--- src/rtl/crg_pkg.sv ---
// Shared types and defaults for the correlated-random AES sequencer.
package crg_pkg;

   localparam int CRG_DW          = 128;
   localparam int CRG_CW          = 16;
   localparam int DEFAULT_TIMEOUT = 1023;

   typedef enum logic [2:0] {
      IDLE  = 3'd0,
      KEY   = 3'd1,
      KWAIT = 3'd2,
      ISSUE = 3'd3,
      DWAIT = 3'd4,
      HOLD  = 3'd5,
      ABORT = 3'd6,
      DONE  = 3'd7
   } crg_state_t;

endpackage

--- src/rtl/crg_wdog.sv ---
// Loadable down-counter: expired once TIMEOUT ticks have elapsed since the last load.
module crg_wdog
   import crg_pkg::*;
#(
   parameter int TIMEOUT = DEFAULT_TIMEOUT
) (
   input  logic clk,
   input  logic rst,
   input  logic i_load,
   input  logic i_tick,
   output logic o_expired
);

   localparam int TW = (TIMEOUT < 2) ? 1 : $clog2(TIMEOUT + 1);

   logic [TW-1:0] r_cnt;

   // Count down from TIMEOUT while ticking; saturate at zero.
   always_ff @(posedge clk or posedge rst) begin
      if (rst) begin
         r_cnt <= '0;
      end else if (i_load) begin
         r_cnt <= TW'(TIMEOUT);
      end else if (i_tick && (r_cnt != '0)) begin
         r_cnt <= r_cnt - TW'(1);
      end else begin
         r_cnt <= r_cnt;
      end
   end

   assign o_expired = (r_cnt == '0);

endmodule

--- src/rtl/crg_aes_sequencer.sv ---
// Owns the AES core handshake: loads the burst key once, then encrypts
// counter values 0..nblk-1 and presents each ciphertext on a valid/ready port.
module crg_aes_sequencer
   import crg_pkg::*;
#(
   parameter int DW      = CRG_DW,
   parameter int CW      = CRG_CW,
   parameter int TIMEOUT = DEFAULT_TIMEOUT
) (
   input  logic          clk,
   input  logic          rst,
   input  logic          start,
   input  logic [DW-1:0] seed,
   input  logic [CW-1:0] nblk,
   output logic          busy,
   output logic          done,
   output logic          err,
   output logic [DW-1:0] aes_kin,
   output logic [DW-1:0] aes_din,
   output logic          aes_krdy,
   output logic          aes_drdy,
   output logic          aes_en,
   input  logic [DW-1:0] aes_dout,
   input  logic          aes_kvld,
   input  logic          aes_dvld,
   input  logic          aes_bsy,
   output logic [DW-1:0] out_data,
   output logic [CW-1:0] out_idx,
   output logic          out_valid,
   input  logic          out_ready
);

   crg_state_t    r_state;
   crg_state_t    w_state_nxt;

   logic          w_accept;
   logic          w_load;
   logic          w_tick;
   logic          w_expired;
   logic          w_take;
   logic          w_last;
   logic [CW-1:0] w_idx_inc;

   logic [DW-1:0] r_seed;
   logic [CW-1:0] r_nblk;
   logic [CW-1:0] r_idx;
   logic [DW-1:0] r_out_data;
   logic [CW-1:0] r_out_idx;
   logic          r_out_valid;
   logic          r_busy;
   logic          r_done;
   logic          r_err;
   logic          r_krdy;
   logic          r_drdy;
   logic          r_en;

   assign w_take    = r_out_valid && out_ready;
   assign w_idx_inc = r_idx + CW'(1);
   assign w_last    = (w_idx_inc == r_nblk);

   crg_wdog #(
      .TIMEOUT (TIMEOUT)
   ) u_wdog (
      .clk       (clk),
      .rst       (rst),
      .i_load    (w_load),
      .i_tick    (w_tick),
      .o_expired (w_expired)
   );

   // State register.
   always_ff @(posedge clk or posedge rst) begin
      if (rst) begin
         r_state <= IDLE;
      end else begin
         r_state <= w_state_nxt;
      end
   end

   // Next-state logic plus watchdog load/tick strobes.
   always_comb begin
      w_state_nxt = r_state;
      w_accept    = 1'b0;
      w_load      = 1'b0;
      w_tick      = 1'b0;
      case (r_state)
         IDLE: begin
            if (start) begin
               w_accept = 1'b1;
               if (nblk == '0) begin
                  w_state_nxt = DONE;
               end else begin
                  w_state_nxt = KEY;
               end
            end else begin
               w_state_nxt = IDLE;
            end
         end
         KEY: begin
            w_load      = 1'b1;
            w_state_nxt = KWAIT;
         end
         KWAIT: begin
            w_tick = 1'b1;
            // A valid arriving on the expiry cycle still wins.
            if (aes_kvld) begin
               w_state_nxt = ISSUE;
            end else if (w_expired) begin
               w_state_nxt = ABORT;
            end else begin
               w_state_nxt = KWAIT;
            end
         end
         ISSUE: begin
            if (!aes_bsy) begin
               w_load      = 1'b1;
               w_state_nxt = DWAIT;
            end else begin
               w_state_nxt = ISSUE;
            end
         end
         DWAIT: begin
            w_tick = 1'b1;
            if (aes_dvld) begin
               w_state_nxt = HOLD;
            end else if (w_expired) begin
               w_state_nxt = ABORT;
            end else begin
               w_state_nxt = DWAIT;
            end
         end
         HOLD: begin
            if (w_take) begin
               if (w_last) begin
                  w_state_nxt = DONE;
               end else begin
                  w_state_nxt = ISSUE;
               end
            end else begin
               w_state_nxt = HOLD;
            end
         end
         ABORT: begin
            w_state_nxt = DONE;
         end
         DONE: begin
            w_state_nxt = IDLE;
         end
         default: begin
            w_state_nxt = IDLE;
         end
      endcase
   end

   // Core strobes, burst status and burst parameters.
   always_ff @(posedge clk or posedge rst) begin
      if (rst) begin
         r_en   <= 1'b0;
         r_krdy <= 1'b0;
         r_drdy <= 1'b0;
         r_done <= 1'b0;
         r_busy <= 1'b0;
         r_err  <= 1'b0;
         r_seed <= '0;
         r_nblk <= '0;
         r_idx  <= '0;
      end else begin
         r_en   <= 1'b1;
         r_krdy <= w_accept && (nblk != '0);
         r_drdy <= (r_state == ISSUE) && !aes_bsy;
         r_done <= (r_state == DONE);
         if (w_accept) begin
            r_busy <= 1'b1;
            r_err  <= 1'b0;
            r_seed <= seed;
            r_nblk <= nblk;
            r_idx  <= '0;
         end else begin
            if (r_state == DONE) begin
               r_busy <= 1'b0;
            end
            if (r_state == ABORT) begin
               r_err <= 1'b1;
            end
            if ((r_state == HOLD) && w_take) begin
               r_idx <= w_idx_inc;
            end
         end
      end
   end

   // Output beat capture; data and index only change on a new capture.
   always_ff @(posedge clk or posedge rst) begin
      if (rst) begin
         r_out_data  <= '0;
         r_out_idx   <= '0;
         r_out_valid <= 1'b0;
      end else if ((r_state == DWAIT) && aes_dvld) begin
         r_out_data  <= aes_dout;
         r_out_idx   <= r_idx;
         r_out_valid <= 1'b1;
      end else if (((r_state == HOLD) && w_take) || (r_state == ABORT)) begin
         r_out_valid <= 1'b0;
      end else begin
         r_out_valid <= r_out_valid;
      end
   end

   assign busy      = r_busy;
   assign done      = r_done;
   assign err       = r_err;
   assign aes_kin   = r_seed;
   assign aes_din   = {{(DW-CW){1'b0}}, r_idx};
   assign aes_krdy  = r_krdy;
   assign aes_drdy  = r_drdy;
   assign aes_en    = r_en;
   assign out_data  = r_out_data;
   assign out_idx   = r_out_idx;
   assign out_valid = r_out_valid;

endmodule
--- config.mk ---
export PLATFORM = sky130hd
export DESIGN_NAME = crg_aes_sequencer
export DESIGN_NICKNAME = d
export VERILOG_FILES = /design/src/rtl/crg_pkg.sv /design/src/rtl/crg_wdog.sv /design/src/rtl/crg_aes_sequencer.sv
export SDC_FILE = /design/constraint.sdc
export NUM_CORES = 1
export LEC_CHECK = 0
export ABC_AREA = 1
export CAP_MARGIN = 20
export CORE_AREA = 4 4 262 264
export DETAILED_ROUTE_END_ITERATION = 12
export DIE_AREA = 0 0 266 268
export RECOVER_POWER = 50
export SLEW_MARGIN = 20
export SYNTH_ARGS = -nofsm -noshare
export SYNTH_HDL_FRONTEND = slang
export SYNTH_SLANG_ARGS = --single-unit
--- constraint.sdc ---
create_clock -name clk -period 17.8 [get_ports clk]
set_input_delay 4.45 -clock clk [delete_from_list [all_inputs] [get_ports clk]]
set_output_delay 4.45 -clock clk [all_outputs]
set_load 0.01 [all_outputs]
==> out/results.txt <==
Status: finished, violations left
Failing checks: capacitance limit, slew limit
Hold-fix buffers at CTS: 0
Global-route wire length before repair: 70.4 mm
Max_slew headroom: -349%
GRT Overall Usage: 12.4%
PD cells: 162 nW/um^2
Site Rows: 95
Crit-path slowest cell: clkbuf_1
Fin crit period: 10480 ps
Worst min path class: reg2reg
Worst Clk Skew: 17.0 ps
Max_cap viols: 5
Cells after DPL: 3037
Distinct cells, synth: 32
Worst Path Buf+Inv: 2
Minimum hold slack: 460 ps
Final setup margin: 7320 ps
Postcts setup bufs: 0
Cells after Synth: 1649
Post-CTS sizing: 0
CTS tree: yes
CP Class: in2reg
RSZ-0062 raised after global routing: false
Setup TNS Final: 0 ps
Initial antenna violation count: 4
First DRT Iteration DRCs: 617
DRC: 0
Top cell type's share of synthesized area: 58.4%
WL/cell: 15.3 um
WP data arrival: 10640 ps
Detailed placement HPWL: 34.2 mm
Hold Fails Final Rpt: 0
Max stage delay on crit path: 4570 ps
Root buf cell: clkbuf_16
CTS Sinks: 324
Gpl congestion: 0.804
Die X: 266 um
Clock slew at reported path FFs: 60 ps
Required time of the critical path: 17960 ps
Layout cells sized above 1: 4.29%
Synth area leader: dfrtp_1
Fin cells: 3112
Commonest cells in the synthesized netlist: 902 x nand2_1, 324 x dfrtp_1, 112 x buf_4
Nets@finish: 2487
Critical Path Source Type: input pin
Worst VDD drop: 0.0809 mV
Global route overflow: 0
Worst-Skew Late Latency: 550 ps
Max Freq: 0.0954 GHz
Register area share after synthesis: 58.4%
CP max FO: 147
Post-Route WL: 47.5 mm
Die Span Y: 268 um
Crit path max-delay family: buffers and inverters
Htree depth: 2
DRT antenna net count: 0
Die Footprint: 71300 um^2
Final Cycle Share: 58.9%
Dominant cells by area after synthesis: dfrtp_1 58%, nand2_1 24%, buf_4 6.1%, o21ai_0 1.7%, inv_1 1.7%
Clock tree buffer depth: 3
Most used DFF post-synth: dfrtp_1
Slew Viols, Final: 438
Via density: 3.87
Static Leak: 10.5 nW
# IOs: 686
Vias in the first global route: 11900
Syn avg cell area: 8.42 um^2
CP endpoint kind: flip-flop
Worst-path cell chain: dlygate4sd3_1 > nand3_1 > clkbuf_1 > o21ai_0
Core Area: 66600 um^2
#FFs+latches synth: 324
Num CTS Buffers: 40
Setup violators final: 0
Via count: 12000
Slew @ Worst Pin: 6730 ps
Area grow syn2layout: 54.8%
Most common cell in the netlist: nand2_1
Post-Syn Area: 13900 um^2
Post-synth ARST share: 100%
Yosys warnings: 0
Dpl ws: 10750 ps
Pre-antenna DRT Iters: 5
Pin count of the biggest net entering global routing: 148
Initial Util: 20.9%
EDFF count, synth: 0
PortBufs: 573
[stage by stage]
| step | power, mW | instance area, um^2 | util [%] |
|---|---|---|---|
| 2_1_floorplan | 1.81 | 14300 | - |
| 3_3_place_gp | 2.61 | 20100 | 30.2 |
| 3_5_place_dp | 2.63 | 20100 | 30.2 |
| 4_1_cts | 3.54 | 21500 | 32.3 |
| 5_1_grt | 3.71 | 21500 | 32.3 |
| 6_report | 3.48 | 21500 | 32.3 |
[registers in the layout, indices dropped and copies added (netlist names)]
name,count
r_nblk,16
out_idx,16
r_idx,16
out_valid,1
busy,1
aes_krdy,1
aes_drdy,1
aes_en,1
done,1
out_data,128
r_state,3
err,1
u_wdog.r_cnt,10
aes_kin,128
[placed cells by master, fill, tap and decap left out, types with 3 or more instances in the layout]
cell type,n
a21oi_1,5
buf_4,5
bufinv_16,7
clkbuf_1,6
clkbuf_16,40
clkbuf_8,5
clkdlybuf4s50_1,526
clkinv_2,10
clkinvlp_2,3
conb_1,113
dfrtp_1,324
diode_2,3
dlygate4sd3_1,47
inv_1,62
nand2_1,902
nand2_2,7
nand3_1,39
nand3b_1,7
nand4_1,14
nor2_1,19
nor2_2,4
nor3_1,9
o21ai_0,48
o22ai_1,7
[kinds of logic after synthesis]
logic type	Yosys count	share of synthesized area, %
other	2	0.0541
flip-flops	324	58.4
XOR/XNOR	3	0.189
buffers and inverters	245	9.97
adder cells (fa/ha/maj)	2	0.180
AO/OA/AOI/OAI	63	2.42
AND/OR/NAND/NOR	1010	28.8
[per-layer routing]
| metal | GRT usage (%) | routed length, um | vias to the layer above |
|---|---|---|---|
| met5 | 0 | 0 | - |
| met4 | 3.34 | 984 | 0 |
| met3 | 4.04 | 3650 | 59 |
| met2 | 21.0 | 23300 | 401 |
| met1 | 15.4 | 19600 | 5640 |
| li1 | - | - | 5945 |
[report_power, final]
group | internal [mW] | total (mW) | switching, mW
clock | 0.539 | 0.879 | 0.340
combinational | 0.706 | 1.35 | 0.646
sequential | 1.05 | 1.24 | 0.191
total | 2.30 | 3.48 | 1.18
[worst reg2reg max path: cells and delay by family, from the launching register on]
kind | cells | cell delay, ps
DFF | 1 | 390
and+or+nand+nor | 1 | 620
AOI/OAI and AO/OA | 1 | 520
buffers and inverters | 2 | 4690
[cell type report]
type	instances	area [um^2]
fill	6937	45100
tap	873	1090
timing repair buffer	581	5800
clock buffer	49	1080
inverter	68	259
antenna	3	7.51
sequential	324	8110
clock inverter	23	329
multi-input combinational	1191	4810
[path summary, 6_finish.rpt]
kind	startpoint	endpoint	slack (ps)	cells after the start
setup / recovery	start	r_nblk[11]	7320	4
max in group asynchronous	rst	aes_kin[35]	7920	3
hold reg to reg	out_data[17]	out_data[17]	460	2
hold / removal	out_data[17]	out_data[17]	460	2
min in group asynchronous	rst	out_data[41]	5610	2
setup reg to reg	r_state[2]	r_nblk[11]	11170	4
No activity file was read; power rests on OpenSTA's default activity.
